## src/rtl/tdm_pkg.sv

```systemverilog
// Shared definitions for the 4:1 TDM link (TX mux and RX demux).
// Lane count, slot counter width and the receive framing states.
package tdm_pkg;

  localparam int TDM_LANES  = 4;
  localparam int TDM_SLOT_W = 2;

  typedef enum logic {
    HUNT   = 1'b0,
    LOCKED = 1'b1
  } tdm_state_e;

  typedef logic [TDM_SLOT_W-1:0] tdm_slot_t;

  localparam tdm_slot_t TDM_SLOT_FIRST = tdm_slot_t'(0);
  localparam tdm_slot_t TDM_SLOT_LAST  = tdm_slot_t'(TDM_LANES - 1);

endpackage

```

## src/rtl/tdm_slot_counter.sv

```systemverilog
// Slot position within a TDM frame.
// clr has priority over load-to-1, which has priority over increment.
module tdm_slot_counter
  import tdm_pkg::*;
(
  input  logic      clk,
  input  logic      rst,
  input  logic      load1,
  input  logic      clr,
  input  logic      inc,
  output tdm_slot_t slot,
  output logic      is_last
);

  always_ff @(posedge clk or posedge rst) begin
    if (rst) begin
      slot <= TDM_SLOT_FIRST;
    end else if (clr) begin
      slot <= TDM_SLOT_FIRST;
    end else if (load1) begin
      slot <= tdm_slot_t'(1);
    end else if (inc) begin
      slot <= slot + tdm_slot_t'(1);
    end
  end

  assign is_last = (slot == TDM_SLOT_LAST);

endmodule

```

## src/rtl/tdm_demux_1to4.sv

```systemverilog
// Receive side of the 4:1 TDM link: aligns on in_sync, collects
// four slots and presents them as one parallel frame with out_valid.
module tdm_demux_1to4
  import tdm_pkg::*;
#(
  parameter int WIDTH = 1
) (
  input  logic             clk,
  input  logic             rst,
  input  logic             in_valid,
  input  logic             in_sync,
  input  logic [WIDTH-1:0] in_data,
  output logic [WIDTH-1:0] out0,
  output logic [WIDTH-1:0] out1,
  output logic [WIDTH-1:0] out2,
  output logic [WIDTH-1:0] out3,
  output logic             out_valid,
  output logic             locked,
  output logic             sync_err
);

  tdm_state_e state;
  tdm_state_e state_nxt;
  tdm_slot_t  slot;
  logic       is_last;

  logic       cnt_load;
  logic       cnt_clr;
  logic       cnt_inc;
  logic [2:0] sh_we;
  logic       out_we;
  logic       err_set;

  logic [WIDTH-1:0] sh0;
  logic [WIDTH-1:0] sh1;
  logic [WIDTH-1:0] sh2;

  tdm_slot_counter u_slot (
    .clk     (clk),
    .rst     (rst),
    .load1   (cnt_load),
    .clr     (cnt_clr),
    .inc     (cnt_inc),
    .slot    (slot),
    .is_last (is_last)
  );

  always_ff @(posedge clk or posedge rst) begin
    if (rst) begin
      state <= HUNT;
    end else begin
      state <= state_nxt;
    end
  end

  always_comb begin
    state_nxt = state;
    cnt_load  = 1'b0;
    cnt_clr   = 1'b0;
    cnt_inc   = 1'b0;
    sh_we     = 3'b000;
    out_we    = 1'b0;
    err_set   = 1'b0;
    unique case (state)
      HUNT: begin
        if (in_valid && in_sync) begin
          sh_we[0]  = 1'b1;
          cnt_load  = 1'b1;
          state_nxt = LOCKED;
        end
      end
      LOCKED: begin
        if (in_valid) begin
          if (in_sync) begin
            // Any sync restarts the frame; mid-frame it also flags an error.
            sh_we[0] = 1'b1;
            cnt_load = 1'b1;
            err_set  = (slot != TDM_SLOT_FIRST);
          end else if (slot == TDM_SLOT_FIRST) begin
            err_set   = 1'b1;
            cnt_clr   = 1'b1;
            state_nxt = HUNT;
          end else if (is_last) begin
            out_we  = 1'b1;
            cnt_clr = 1'b1;
          end else begin
            sh_we[1] = (slot == tdm_slot_t'(1));
            sh_we[2] = (slot == tdm_slot_t'(2));
            cnt_inc  = 1'b1;
          end
        end
      end
      default: begin
        state_nxt = HUNT;
      end
    endcase
  end

  always_ff @(posedge clk or posedge rst) begin
    if (rst) begin
      sh0 <= '0;
      sh1 <= '0;
      sh2 <= '0;
    end else begin
      if (sh_we[0]) sh0 <= in_data;
      if (sh_we[1]) sh1 <= in_data;
      if (sh_we[2]) sh2 <= in_data;
    end
  end

  // Lane 3 comes straight from the link so all lanes update together.
  always_ff @(posedge clk or posedge rst) begin
    if (rst) begin
      out0 <= '0;
      out1 <= '0;
      out2 <= '0;
      out3 <= '0;
    end else if (out_we) begin
      out0 <= sh0;
      out1 <= sh1;
      out2 <= sh2;
      out3 <= in_data;
    end
  end

  always_ff @(posedge clk or posedge rst) begin
    if (rst) begin
      out_valid <= 1'b0;
      sync_err  <= 1'b0;
    end else begin
      out_valid <= out_we;
      sync_err  <= err_set;
    end
  end

  assign locked = (state == LOCKED);

endmodule
```

## config.mk

```make
export PLATFORM = sky130hd
export DESIGN_NAME = tdm_demux_1to4
export DESIGN_NICKNAME = d
export VERILOG_FILES = /design/src/rtl/tdm_pkg.sv /design/src/rtl/tdm_slot_counter.sv /design/src/rtl/tdm_demux_1to4.sv
export SDC_FILE = /design/constraint.sdc
export NUM_CORES = 1
export LEC_CHECK = 0
export CORE_AREA = 2 2 39 41
export CTS_CLUSTER_DIAMETER = 40
export DETAILED_ROUTE_END_ITERATION = 10
export DIE_AREA = 0 0 41 43
export GPL_ROUTABILITY_DRIVEN = 0
export GPL_TIMING_DRIVEN = 0
export PLACE_DENSITY = 0.71
export REMOVE_ABC_BUFFERS = 1
export SLEW_MARGIN = 10
export SYNTH_ARGS = -nofsm -noshare
export SYNTH_HDL_FRONTEND = slang
export SYNTH_SLANG_ARGS = --single-unit
```

## constraint.sdc

```tcl
create_clock -name clk -period 1.6 [get_ports clk]
set_input_delay 0.16 -clock clk [delete_from_list [all_inputs] [get_ports clk]]
set_output_delay 0.16 -clock clk [all_outputs]
set_load 0.01 [all_outputs]
```

# ---- Yosys cells after proc, flatten, opt, wreduce, memory -nomap -nowiden
# Cells that the tools add are included.
dict set report totals {
  inputBits 5
  ff_bits 12
  word_cells 55
  output_inout_bits 7
}
dict set report classes {
  n_reduce_logical 4
  n_eq_ne 3
  muxes 35
  addsub 1
  bitwise_logic 1
}
# cell count
set ops {}
lappend ops {{$mux 1} 24}
lappend ops {{$mux 2} 7}
lappend ops {{$pmux 1 s2} 3}
lappend ops {{$eq 2x2->1 const B} 2}
lappend ops {{$mux 3} 1}
lappend ops {{$reduce_bool 3->1} 1}
lappend ops {{$add 2x1->2 const B} 1}
lappend ops {{$eq 2x1->1 const B} 1}
lappend ops {{$logic_not 2->1} 1}
lappend ops {{$reduce_bool 2->1} 1}
lappend ops {{$logic_and 1x1->1} 1}
lappend ops {{$not 1->1} 1}

# ---- Logic depth before layout (Yosys ltp)
dict set report depth {
  word_depth 9
  mapped_depth 4
}

# ---- Modules after synthesis
# A second synthesis with hierarchy kept.
dict set report hier_totals {
  hier_cells 42
  area_unflattened_um2 543.0
}
# module area_each_um2 seq_area_each_um2 cells_per_inst instances
set by_module_without_submodules {}
lappend by_module_without_submodules {tdm_demux_1to4 444.2 250.2 33 1}
lappend by_module_without_submodules {tdm_slot_counter 98.8 50.0 9 1}

# ---- Worst setup path before layout
# OpenSTA, ideal clock, no wires.
dict set report synth_timing {
  path_kind {register -> register}
  startpoint {register u_slot.slot[0]}
  endpoint {register u_slot.slot[0]}
  arrival_time_ps 1203
  stages_incl_launch_ff 5
  setup_time_ps 126
  slack_ps 270
  path_cell_list {dfrtp_1 > inv_1 > ha_1 > and4b_1 > a221o_2}
}
dict set report synth_between {
  elab_chain_cells 7
  elab_cells_between_ends 17
  cone_classes {add/sub: 1; eq/ne: 1; mux: 13; reduce/logical: 2}
}
# item line
set synth_rtl {}
lappend synth_rtl {{start: declaration} tdm_slot_counter.sv:11} ;# output tdm_slot_t slot,
lappend synth_rtl {{start signal: assignment} tdm_slot_counter.sv:21} ;# slot <= tdm_slot_t'(1);
lappend synth_rtl {{start signal: assignment} tdm_slot_counter.sv:23} ;# slot <= slot + tdm_slot_t'(1);
lappend synth_rtl {{$eq 2x2->1} tdm_slot_counter.sv:27} ;# assign is_last = (slot == TDM_SLOT_LAST);
lappend synth_rtl {{$mux 1} tdm_demux_1to4.sv:83} ;# end else if (is_last) begin
lappend synth_rtl {{$mux 1} tdm_demux_1to4.sv:79} ;# end else if (slot == TDM_SLOT_FIRST) begin
lappend synth_rtl {{$mux 1} tdm_demux_1to4.sv:74} ;# if (in_sync) begin
lappend synth_rtl {{$mux 1} tdm_demux_1to4.sv:73} ;# if (in_valid) begin
lappend synth_rtl {{$mux 1} tdm_demux_1to4.sv:64} ;# unique case (state)
lappend synth_rtl {{$reduce_bool 3->1 (no source line) / $mux 2 (equally long branches)} --}
# Parallel ways exist; a longest one is shown, timed or not. The select of a mux whose other input is x is not followed.
# A chain may end at the register's enable or synchronous reset.

# ---- Worst setup path after layout
dict set report layout_timing {
  startpoint {register state, in the netlist locked}
  endpoint {output port locked}
}
# item line
set layout_lines {}
lappend layout_lines {{start: declaration} tdm_demux_1to4.sv:22} ;# tdm_state_e state;
lappend layout_lines {{start signal: assignment} tdm_demux_1to4.sv:52} ;# state <= state_nxt;
lappend layout_lines {{end: declaration} tdm_demux_1to4.sv:18} ;# output logic locked,
# No word-level cell between the ends.

==> impl_metrics.tcl <==
set metrics [dict create \
    grt_antenna_before_repair 0 \
    cts_made_buffers 3 \
    cp.arrival_ns 1.30 \
    vias 358 \
    hold_class "in -> async" \
    p_seq_share_pct 47.3 \
    timing.rr.end "u_slot.slot[0]" \
    io_buffer_count 11 \
    drive_gt1_share_pct 21.4 \
    cp-start-kind "flop" \
    nNetsFinal 68 \
    yosys.area.top_type_share_pct 50.8 \
    ys_warn_count 0 \
    worstMarginPinSlew_ns 0.451 \
    comb_power_share_pct 37.1 \
    rows 14 \
    power.density_nw_per_um2 1530 \
    core_um2 1380 \
    slew_viol_final 0 \
    synth_seq_cells 12 \
    slowest_stage "clkdlybuf4s50_1" \
    largest_reg_flops 2 \
    clk_pin_slew_ns 0.07 \
    end_kind "output port" \
    critPathTopFamily "buffers and inverters" \
    crit_end "locked" \
    crit_chain "clkdlybuf4s50_1" \
    syn_inst 44 \
    htree_num_levels 1 \
    grt_overflow 0 \
    dieArea_um2 1760 \
    route.final.wire_length_um 863 \
    irDropWorstVdd_mv 0.823 \
    min_period_ns 1.46 \
    setup-tns-final_ns 0 \
    p_sw_share_pct 31.1 \
    post-route-drc-count 0 \
    path_max_fanout 10 \
    post_cts_buffers 0 \
    startpoint "locked" \
    clock_latency_ns 0.26 \
    cp.required_ns 1.44 \
    initial_core_util_pct 42.7 \
    clockPowerShare_pct 15.5 \
    root_buffer "clkbuf_4" \
    max_clock_freq_ghz 0.683 \
    r2r-start "u_slot.slot[0]" \
    synth_area_leaders "dfrtp_1 (51%), ha_1 (11%), mux2_2 (9.5%)" \
    p_int_uw 761 \
    wl_per_cell_um 12.0 \
    hpwl_um 644 \
    avgSynthCellArea_um2 13.4 \
    status "complete, no violations" \
    grt_pass1_vias 385 \
    synth_top_area_cell "dfrtp_1" \
    synth_cell_types 17 \
    netlist_area_um2 591 \
    p_leak_nw 0.343 \
    antenna_left 0 \
    setup_viol 0 \
    slew_headroom_pct 69.9 \
    top_register "u_slot.slot" \
    track_usage_pct 14.5 \
    layout_common_cells "clkdlybuf4s50_1 (11), dfrtp_1 (11), inv_1 (5), mux2_2 (5), ha_1 (5)" \
    min_period_over_period_pct 91.4 \
    fp.dieW_um 41 \
    antennaDiodeCount 0 \
    clockBufferDepth 2 \
    cts_sinks 12 \
    ys_seq_area_share_pct 50.8 \
    power_mw 1.11 \
    rr_worst_depth 4 \
    drtIter0Drc 3 \
    cp_num_buf_inv 1 \
    io_pins 12 \
    die_h_um 43 \
    critPathKind "reg -> out" \
    grt_max_degree 13 \
    clock_skew_ns 0.00222 \
    cp.depth 1 \
    syn_to_final_growth_pct 22.2 \
    tritoncts "done" \
    r2r_slack_ns 0.16 \
    hold_viol_final 0 \
    firstDrtPassIters 2 \
    avgViaCountPerCell 4.97 \
    grt_pass1_wl_mm 1.68 \
    rsz0062_at_grt "false" \
    maxCapViolCount 0 \
    slowest_delay_ns 0.57 \
    power.switching_uw 344 \
]
==> kinds of logic (layout without fill, tap and decap cells) <==
logic type	count (synthesis)	count (layout)	synth area share [%]
compound gates	4	4	5.30
fa+ha+maj	5	5	10.6
simple gates	9	9	12.9
flops	12	12	50.8
buf+inv	7	19	6.99
mux	7	7	13.3
==> through the flow <==
stage                     setup WS, ns  cell area [um^2]  hold slack, ns  cells  util, %
after floorplan                  0.270               568          0.0247     42        -
after global placement          0.0965               698           0.475     69     50.5
after detailed placement        0.0835               698           0.482     69     50.5
after CTS                       0.0197               721           0.208     72     52.1
after global routing            0.0689               722           0.234     72     52.2
final                            0.137               722           0.204     72     52.2
==> power by group through the flow <==
stage	registers [mW]	clock network [mW]	logic, mW
finish	0.523	0.172	0.410
CTS	0.521	0.185	0.419
global placement	0.520	0	0.407
floorplan	0.539	0	0.200
detailed placement	0.527	0	0.417
global route	0.545	0.209	0.468
==> layout make-up <==
| cell class | count | area (um^2) |
|---|---|---|
| timing repair buffer | 11 | 110 |
| multi-input combinational | 25 | 249 |
| sequential | 12 | 302 |
| inverter | 5 | 18.8 |
| clock buffer | 3 | 22.5 |
| tap | 16 | 20.0 |
| fill | 129 | 662 |
==> how the worst min path moves through the flow <==
| stage | start | end | slack [ns] |
|---|---|---|---|
| after floorplan | rst | locked | 0.02 |
| after global placement | sh2 | sh2 | 0.47 |
| after detailed placement | sh1 | sh1 | 0.48 |
| after CTS | rst | u_slot.slot[1] | 0.21 |
| after global routing | rst | sh1 | 0.23 |
| final | rst | sh1 | 0.20 |
==> synthesized netlist by cell type <==
master     n
dfrtp_1   12
ha_1       5
inv_1      5
mux2_2     5
buf_6      2
mux2_1     2
nand2_1    2
nand4b_1   2
a21oi_1    1
a221o_2    1
a31oi_1    1
and4b_1    1
nand3_1    1
nand4b_4   1
nor2_1     1
o221ai_1   1
or3b_2     1
==> routing by layer <==
metal / global-route usage [%] / vias up / routed length (um)
li1: - / 179 / -
met5: 0 / - / 0
met4: 8.00 / 0 / 0
met2: 19.7 / 9 / 415
met3: 6.81 / 0 / 55
met1: 18.5 / 170 / 392
==> repair_timing <==
item                       4_1_cts  5_1_grt
resized for setup                0        1
hold buffers                     0        0
setup endpoints to repair        0        1
No activity file was read; power rests on OpenSTA's default activity.
